`src/rtl/inst_queue.sv`:
```
// inst_queue: four-entry instruction buffer between fetch and decode.
// Holds {adel, pc, instr} triples in a circular array, presents the oldest
// one to decode, absorbs decode stalls, drops everything on flush and
// tracks whether the head instruction sits in a branch delay slot.
module inst_queue #(
   parameter int DEPTH = 4,
   parameter int PTR_W = 2
) (
   input  logic              clk,
   input  logic              rst,
   input  logic              flush,
   input  logic              fetch_valid,
   input  logic [31:0]       fetch_pc,
   input  logic [31:0]       fetch_instr,
   input  logic              fetch_adel,
   output logic              fetch_ready,
   input  logic              stallD,
   output logic              validD,
   output logic [31:0]       instrD,
   output logic [31:0]       pcD,
   output logic              adelD,
   output logic              is_in_delayslotD,
   output logic [PTR_W:0]    countD
);

   localparam logic [PTR_W:0] FULL_COUNT = (PTR_W + 1)'(DEPTH);

   logic [31:0]      pcMem    [DEPTH];
   logic [31:0]      instrMem [DEPTH];
   logic             adelMem  [DEPTH];

   logic [PTR_W-1:0] wp;
   logic [PTR_W-1:0] rp;
   logic [PTR_W:0]   count;
   logic             dsPending;

   logic             push;
   logic             pop;
   logic [5:0]       headOp;
   logic [5:0]       headFunct;
   logic             headBranch;

   // Handshake and occupancy status; ready depends only on the registered count
   assign fetch_ready = (count != FULL_COUNT);
   assign validD      = (count != '0);
   assign push        = fetch_valid & fetch_ready & ~flush;
   assign pop         = validD & ~stallD & ~flush;

   // Head entry presented to decode, forced to a nop image when empty
   assign instrD           = validD ? instrMem[rp] : 32'h0;
   assign pcD              = validD ? pcMem[rp]    : 32'h0;
   assign adelD            = validD & adelMem[rp];
   assign is_in_delayslotD = validD & dsPending;
   assign countD           = count;

   assign headOp    = instrD[31:26];
   assign headFunct = instrD[5:0];

   // Classify the head instruction as a control transfer that owns a delay slot
   always_comb begin
      headBranch = 1'b0;
      casez (headOp)
         6'b000001: headBranch = 1'b1;
         6'b00001?: headBranch = 1'b1;
         6'b0001??: headBranch = 1'b1;
         6'b000000: headBranch = (headFunct[5:1] == 5'b00100);
         default:   headBranch = 1'b0;
      endcase
   end

   // Entry storage; written only on an accepted push, no reset needed
   always_ff @(posedge clk) begin
      if (push) begin
         pcMem[wp]    <= fetch_pc;
         instrMem[wp] <= fetch_instr;
         adelMem[wp]  <= fetch_adel;
      end
   end

   // Pointers and occupancy; flush behaves exactly like reset for these
   always_ff @(posedge clk) begin
      if (rst || flush) begin
         wp    <= '0;
         rp    <= '0;
         count <= '0;
      end else begin
         if (push) begin
            wp <= wp + 1'b1;
         end
         if (pop) begin
            rp <= rp + 1'b1;
         end
         case ({push, pop})
            2'b10:   count <= count + 1'b1;
            2'b01:   count <= count - 1'b1;
            default: count <= count;
         endcase
      end
   end

   // Remember whether the instruction just handed to decode was a branch
   always_ff @(posedge clk) begin
      if (rst || flush) begin
         dsPending <= 1'b0;
      end else if (pop) begin
         dsPending <= headBranch;
      end
   end

endmodule

```
`config.mk`:
```
export PLATFORM = sky130hd
export DESIGN_NAME = inst_queue
export DESIGN_NICKNAME = d
export VERILOG_FILES = /design/src/rtl/inst_queue.sv
export SDC_FILE = /design/constraint.sdc
export NUM_CORES = 1
export LEC_CHECK = 0
export ABC_CLOCK_PERIOD_IN_PS = 2500
export CORE_MARGIN = 4
export CORE_UTILIZATION = 45
export DETAILED_ROUTE_END_ITERATION = 6
export PLACE_DENSITY = 0.71
export SYNTH_ARGS = -nofsm -noshare
export SYNTH_HDL_FRONTEND = slang
export SYNTH_SLANG_ARGS = --single-unit
export TNS_END_PERCENT = 100
```
`constraint.sdc`:
```
create_clock -name clk -period 2.5 [get_ports clk]
set_input_delay 0.375 -clock clk [delete_from_list [all_inputs] [get_ports clk]]
set_output_delay 0.375 -clock clk [all_outputs]
set_load 0.01 [all_outputs]
```
After elaboration in Yosys (flattened, before gate mapping) --
Memories as Yosys holds them, arrays and structs flattened. A register that Yosys moved wholly into a read port is not among the register bits. Cells that the tools add are included.
Cells by class: equal/unequal tests 7, add/sub/neg operators 4, reductions and logical operators 5, bitwise logic cells 8, multiplexer cells 12
Operators with widths (number):
- two-way mux 32 bit | 2
- two-way mux 2 bit | 6
- AND 1 bit | 6
- == test 6 x 1 -> 1 bit, second input constant | 1
- logical NOT 6 bit | 1
- one-hot mux 3 bit (2 select lines) | 1
- == test 5 x 1 -> 1 bit, second input constant | 1
- == test 5 x 3 -> 1 bit, second input constant | 1
- adder 2 x 1 -> 2 bit, second input constant | 2
- == test 4 x 1 -> 1 bit, second input constant | 1
- adder 3 x 1 -> 3 bit, second input constant | 1
- inequality test 3 bit, second input constant | 1
- nonzero test 3 bit | 1
- OR reduction 3 bit | 1
- subtractor 3 x 1 -> 3 bit, second input constant | 1
- == test 2 x 1 -> 1 bit, second input constant | 1
- == test 2 bit, second input constant | 1
- two-way mux 1 bit | 2
- NOT 1 bit | 2
- one-hot mux 1 bit (2 select lines) | 1
- nonzero test 2 bit | 1
- logical OR 1 bit | 1
Word-level totals: register bits 8, memory bits (writable) 260, memories 3, bits of input ports 70
Memory list:
- instrMem | depth 4, width 32, rd ports 1, clocked after memory_dff 1, wr ports 1, RTL line 29 | logic [31:0] instrMem [DEPTH];
- pcMem | depth 4, width 32, rd ports 1, clocked after memory_dff 1, wr ports 1, RTL line 28 | logic [31:0] pcMem [DEPTH];
- adelMem | depth 4, width 1, rd ports 1, clocked after memory_dff 1, wr ports 1, RTL line 30 | logic adelMem [DEPTH];

Logic depth before layout (Yosys ltp) --
Gate-level depths: netlist of run 1.
word-level depth 5, depth in mapped cells 10, depth with buffers taken out 10

Least setup slack after synthesis of run 1 --
No wires, ideal clock.
kind flip-flop to flip-flop, from register count[0], in the netlist countD[0], to memory adelMem[0] (enable), clock period less this slack 2.884 ns, arrival 2.454 ns, stages on the path, launching flop included 5, library setup time 0.430 ns, path slack -0.384 ns, required time 2.070 ns, path buffers 0, cells stage by stage dfxtp_1 or3b_2 nand2_1 nor2_1 and2_1
On the way: longest elaborated chain between the ends 5
RTL lines:
- from (decl) | RTL line 34 | logic [PTR_W:0] count;
- from (signal assigned) | RTL line 94 | 2'b10: count <= count + 1'b1;
- from (signal assigned) | RTL line 95 | 2'b01: count <= count - 1'b1;
- from (signal assigned) | RTL line 96 | default: count <= count;
- inequality test 3 bit | RTL line 44 | assign fetch_ready = (count != FULL_COUNT);
- net fetch_ready | RTL line 16 | output logic fetch_ready,
- AND 1 bit (2 in a row) | RTL line 46 | assign push = fetch_valid & fetch_ready & ~flush;
- two-way mux 1 bit | RTL line 73 | if (push) begin
- two-way mux 1 bit (implied by the code) | RTL line 76 | adelMem[wp] <= fetch_adel;
- to (decl) | RTL line 30
The timed path passes the listed nets, and every way through them passes these cells.

==> results of run 1 <==
==> metrics by stage <==
| stage | instance area (sq um) | power (W) |
|---|---|---|
| 6_report | 13400 | 0.00927 |
| 5_1_grt | 13400 | 0.00961 |
| 4_1_cts | 13400 | 0.00938 |
| 3_5_place_dp | 12300 | 0.00560 |
| 3_3_place_gp | 12300 | 0.00558 |
| 2_1_floorplan | 10300 | 0.00531 |
==> how the worst max path moves through the flow <==
stage	slack [ns]	cells after the start	to
detailed placement	-0.05	9	countD[2]
global placement	-0.02	9	countD[2]
CTS	-0.06	6	instrD[21]
global route	-0.07	7	pcD[9]
floorplan	0.12	10	countD[2]
finish	0.009	7	instrD[16]
==> cells in the final DEF, fill, tap and decap left out, types with 3 or more instances in the layout <==
| master | netlist | routed |
|---|---|---|
| edfxtp_1 | 260 | 260 |
| clkdlybuf4s50_1 | 0 | 75 |
| mux4_2 | 65 | 65 |
| buf_2 | 6 | 51 |
| and2_1 | 70 | 47 |
| clkbuf_16 | 0 | 27 |
| buf_12 | 0 | 24 |
| and2_4 | 0 | 23 |
| buf_6 | 1 | 16 |
| buf_4 | 2 | 16 |
| nor2_1 | 9 | 9 |
| clkbuf_1 | 8 | 9 |
| inv_1 | 9 | 8 |
| a21oi_1 | 5 | 5 |
| ha_1 | 5 | 5 |
| dfxtp_1 | 10 | 5 |
| clkbuf_2 | 0 | 4 |
| or3_1 | 3 | 3 |
| clkinv_1 | 0 | 3 |
| buf_16 | 0 | 3 |
| dfxtp_2 | 0 | 3 |
==> logic make-up (layout without fill, tap and decap cells) <==
| group | after synthesis | count (layout) | share of synthesized area |
|---|---|---|---|
| adders and majority gates | 6 | 6 | 0.00800 |
| xor gates and xnor gates | 4 | 4 | 0.00340 |
| buffers and inverters | 31 | 246 | 0.0135 |
| and+or+nand+nor | 92 | 92 | 0.0528 |
| muxes | 65 | 65 | 0.142 |
| AOI/OAI and AO/OA | 8 | 8 | 0.00424 |
| DFF | 270 | 270 | 0.776 |
==> registers in the layout, summed over array words and instances, names as in the netlist, named ones only <==
signal     count
adelMem        4
pcMem        128
rp             2
wp             2
countD         3
dsPending      1
instrMem     128
==> power breakdown <==
part           switching [W]  internal [W]  total [W]
Clock                0.00158       0.00219    0.00377
Combinational       0.000202      0.000243   0.000445
Sequential         0.0000184       0.00504    0.00506
==> routing by layer <==
layer / global-route usage / vias up / routed length, um
li1: - / 2303 / -
met1: 0.204 / 2660 / 8440
met2: 0.289 / 127 / 10800
met3: 0.0391 / 41 / 1070
met4: 0.0430 / 2 / 418
met5: 0 / - / 13
==> layout make-up <==
| cell class | count | area [sq um] |
|---|---|---|
| inverter | 9 | 33.8 |
| clock inverter | 10 | 109 |
| timing repair buffer | 191 | 1910 |
| sequential | 270 | 8020 |
| clock buffer | 36 | 709 |
| multi-input combinational | 175 | 2240 |
| fill | 1673 | 9190 |
| tap | 285 | 357 |
==> timing repair <==
action | CTS | global route
cloned | 5 | 0
gates resized for setup | 264 | 37
setup buffers | 24 | 5
pin swaps | 0 | 1
setup endpoints to repair | 67 | 42
==> qor.txt, run 1 <==
EDFF count, synth - 260
drt first pass iters - 5
post-DR wirelength/cell - 21.3 um
setup_tns - 0 ns
clock buffer depth - 3
Synth Cell Area - 0.0103 sq mm
Max VDD drop - 0.529 mV
post-route antenna net violation count - 0
hold_buf cts - 0
Root Driver - clkbuf_16
slew at the pin with the worst max-slew slack - 0.387 ns
outcome - finished, final reports clean
cell row count - 55
Gate Count Post-Synth - 476
DIE WIDTH - 159 um
Synth area leaders - edfxtp_1, mux4_2, and2_1, dfxtp_1, ha_1
Synth Flop Type - edfxtp_1
RSZ-0062 raised after global routing - true
antenna fix cells - 0
TritonCTS clock tree - built
first-pass GRT wire length - 32.7 mm
die area - 0.0254 sq mm
top cells by count, synth - edfxtp_1, and2_1, mux4_2, dfxtp_1
# nets final - 750
Worst EP required - 2.12 ns
CORE AREA - 0.0226 sq mm
Seq cells post-synth - 270
hold path depth - 1
Synth Warn # - 0
H-tree levels - 1
dpl cells - 899
R2R Path Start - countD[2]
layout cells sized above 1 - 0.356
CP Class - reg2out
dominant cell type by area after synthesis - edfxtp_1
Post-synth ARST share - 0
synth-to-layout area growth - 29.7%
reg2reg path depth - 10
Die H - 159 um
DPL Wire Length - 12.4 mm
routability cong. - 0.721
Final Max Tran Viols - 0
final worst slack - 0.00915 ns
Fmax - 401 MHz
antenna violations before repair - 1
worst-path fanout max - 3
most frequent CP cell - buf_12
vias in the first global route - 5,765
reg-to-reg endpoint - countD[2]
Post-Syn Area per Cell - 21.7 sq um
Crit. End Element - output pin
worst path bufs/invs - 5
Clock Sinks - 270
Util after Layout - 0.593
Power Density - 693 mW/mm^2
clk_lat worst skew - 0.53 ns
Leakage - 4.52 nW
CTS Buf Count - 27
Syn Nets - 552
vias - 5,133
dpl ws - -0.0470 ns
Slew HR - 0.740
WL final - 20.7 mm
Starting Density - 0.457
most frequent cell after synthesis - edfxtp_1
Distinct cells, synth - 25
# port buffers - 140
hold crit path type - in2reg
drt first-iter violations - 205
Via density - 5.26
R2R setup slack - 0.17 ns
HP Start - fetch_instr[20]
max_cap viols - 0
Worst Hold Slack - 0.474 ns
Worst setup SP type - flop
non-filler cells, final - 976
All-Layer GR Usage - 0.163
CP peak stage delay - 0.49 ns
share of the synthesized area in the top cell type - 0.757
largest net degree at the start of global routing - 38
Overflow after GRT - 0
hold path endpoint - instrMem[3][20]
family with the most delay on the worst path - buffers and inverters
io pins - 141
final number of setup-violating endpoints - 0
final hold vios - 0
Worst Skew - 0.00989 ns
clk slew on worst S/H paths - 0.06 ns
min cycle time layout - 2.49 ns
DR DRC count - 0
Critical Path AT - 2.12 ns
slowest CP cell - mux4_2
crit-path cells - buf_12 > buf_12 > buf_16 > buf_12 > mux4_2 > and2_4 > buf_6
sequential area share after synthesis - 0.776
period utilization - 0.996
No activity file was read; power rests on OpenSTA's default activity.
==> inputs of run 2 (changes only) <==
Settings changed: GPL_ROUTABILITY_DRIVEN set to 0.
==> results of run 2 <==
Same layout as run 1: the final DEF is identical, and so are final timing and power.
==> inputs of run 3 (changes only) <==
Settings changed: RECOVER_POWER set to 100.
==> qor.txt, run 3 (same netlist as run 1, synthesis figures left out) <==
clk_lat worst skew - 0.53 ns (about the same)
drt first-iter violations - 203 (was 205)
RSZ-0062 raised after global routing - true (unchanged)
# port buffers - 140 (unchanged)
max_cap viols - 0 (unchanged)
DIE WIDTH - 159 um (unchanged)
Placed Instance Area - 0.0123 sq mm (unchanged)
All-Layer GR Usage - 0.163 (unchanged)
io pins - 141 (unchanged)
layout cells sized above 1 - 0.330 (was 0.356)
final number of setup-violating endpoints - 0 (unchanged)
Overflow after GRT - 0 (unchanged)
Via density - 5.27 (was 5.26)
most frequent CP cell - buf_12 (unchanged)
Worst setup SP type - flop (unchanged)
Final Max Tran Viols - 0 (unchanged)
hold_buf cts - 0 (unchanged)
# nets final - 750 (unchanged)
post-DR wirelength/cell - 21.2 um (was 21.3 um)
Max VDD drop - 0.532 mV (was 0.529 mV)
Starting Density - 0.457 (unchanged)
setup_tns - 0 ns (unchanged)
DR DRC count - 0 (unchanged)
drt first pass iters - 4 (was 5)
WL final - 20.8 mm (was 20.7 mm)
synth-to-layout area growth - 27.9% (was 29.7%)
first-pass GRT wire length - 32.7 mm (unchanged)
final hold vios - 0 (unchanged)
largest net degree at the start of global routing - 38 (unchanged)
CP Class - reg2out (unchanged)
antenna violations before repair - 5 (was 1)
Design Power - 0.00923 W (was 0.00927 W)
Clock Sinks - 270 (unchanged)
Fmax - 403 MHz (was 401 MHz)
hold crit path type - in2reg (unchanged)
slew at the pin with the worst max-slew slack - 0.874 ns (was 0.387 ns)
CORE AREA - 0.0226 sq mm (unchanged)
Power Density - 699 mW/mm^2 (was 693 mW/mm^2)
worst-path fanout max - 3 (unchanged)
die area - 0.0254 sq mm (unchanged)
Slew HR - 0.417 (was 0.740)
Leakage - 4.45 nW (was 4.52 nW)
clock buffer depth - 3 (unchanged)
Die H - 159 um (unchanged)
DPL Wire Length - 12.4 mm (unchanged)
Worst Skew - 0.0126 ns (was 0.00989 ns)
final instance area - 0.0132 sq mm (was 0.0134 sq mm)
top flop regs - instrMem (128), pcMem (128), adelMem (4) (unchanged)
period utilization - 0.993 (was 0.996)
Critical Path AT - 2.11 ns (was 2.12 ns)
clk slew on worst S/H paths - 0.06 ns (about the same)
CP peak stage delay - 0.47 ns (was 0.49 ns)
family with the most delay on the worst path - buffers and inverters (unchanged)
post-route antenna net violation count - 0 (unchanged)
outcome - finished, final reports clean (unchanged)
TritonCTS clock tree - built (unchanged)
CTS Buf Count - 27 (unchanged)
cell row count - 55 (unchanged)
min cycle time layout - 2.48 ns (was 2.49 ns)
vias in the first global route - 5,765 (unchanged)
slowest CP cell - mux4_2 (unchanged)
Worst EP required - 2.12 ns (about the same)
crit-path cells - buf_12 > buf_12 > buf_16 > buf_4 > mux4_2 > and2_1 > buf_2 (was buf_12 > buf_12 > buf_16 > buf_12 > mux4_2 > and2_4 > buf_6)
Root Driver - clkbuf_16 (unchanged)
Crit. End Element - output pin (unchanged)
most frequent cells in the layout - edfxtp_1, dlygate4sd3_1, mux4_2, and2_1, buf_2 (was edfxtp_1, clkdlybuf4s50_1, mux4_2, buf_2, and2_1)
commonest non-fill, non-tap cell in the layout - edfxtp_1 (unchanged)
H-tree levels - 1 (unchanged)
worst path bufs/invs - 5 (unchanged)
vias - 5,158 (was 5,133)
[run 3: metrics by stage]
| step | hold WS, ns | worst slack, ns | util | instances |
|---|---|---|---|---|
| after floorplan | 0.459 | 0.122 | - | 476 |
| after global placement | 0.460 | -0.0213 | 0.545 | 899 |
| after detailed placement | 0.492 | -0.0470 | 0.545 | 899 |
| after CTS | 0.448 | -0.0621 | 0.593 | 974 |
| after global routing | 0.506 | -0.0725 | 0.585 | 978 |
| final | 0.496 | 0.0165 | 0.585 | 978 |
[run 3: timing repair]
item                                    4_1_cts  5_1_grt
setup buffers                                24        5
gates resized for setup                     264       37
endpoints found under the setup margin       67       42
cloned                                        5        0
pin swaps                                     0        1
[run 3: tightest hold or removal path: cells and delay by family]
family | cells | cell delay (ns)
buf+inv | 1 | 0.43
compound gates | 1 | 0.06
simple gates | 1 | 0.09
[run 3: cell type report]
cell class | instances | area, sq um
Fill cell | 1699 | 9380
Sequential cell | 270 | 8020
Multi-Input combinational cell | 175 | 2220
Timing Repair Buffer | 191 | 1750
Clock buffer | 36 | 709
Tap cell | 285 | 357
Clock inverter | 10 | 109
Inverter | 9 | 33.8
Antenna cell | 2 | 5.00
[run 3: layer usage]
metal,global-route usage,part of all wire,up-vias
met5,0,0.0013,-
met4,0.0430,0.020,4
met3,0.0391,0.060,43
met2,0.289,0.52,162
met1,0.204,0.40,2641
li1,-,-,2308
[run 3: worst paths after layout]
path                                  start   endpoint  slack [ns]  cells after the start
worst max register to register    countD[2]  countD[2]        0.07                     10
worst max-delay path                   flop    pcD[10]        0.02                      7
worst min register to register        rp[1]       flop        0.50                      2
worst min-delay path            fetch_valid      wp[1]        0.50                      3
[run 3: report_power, final]
group	internal (W)	total (W)	switching, W
clock network	0.00219	0.00376	0.00157
registers	0.00504	0.00506	0.0000183
logic	0.000207	0.000406	0.000199
total	0.00744	0.00923	0.00179
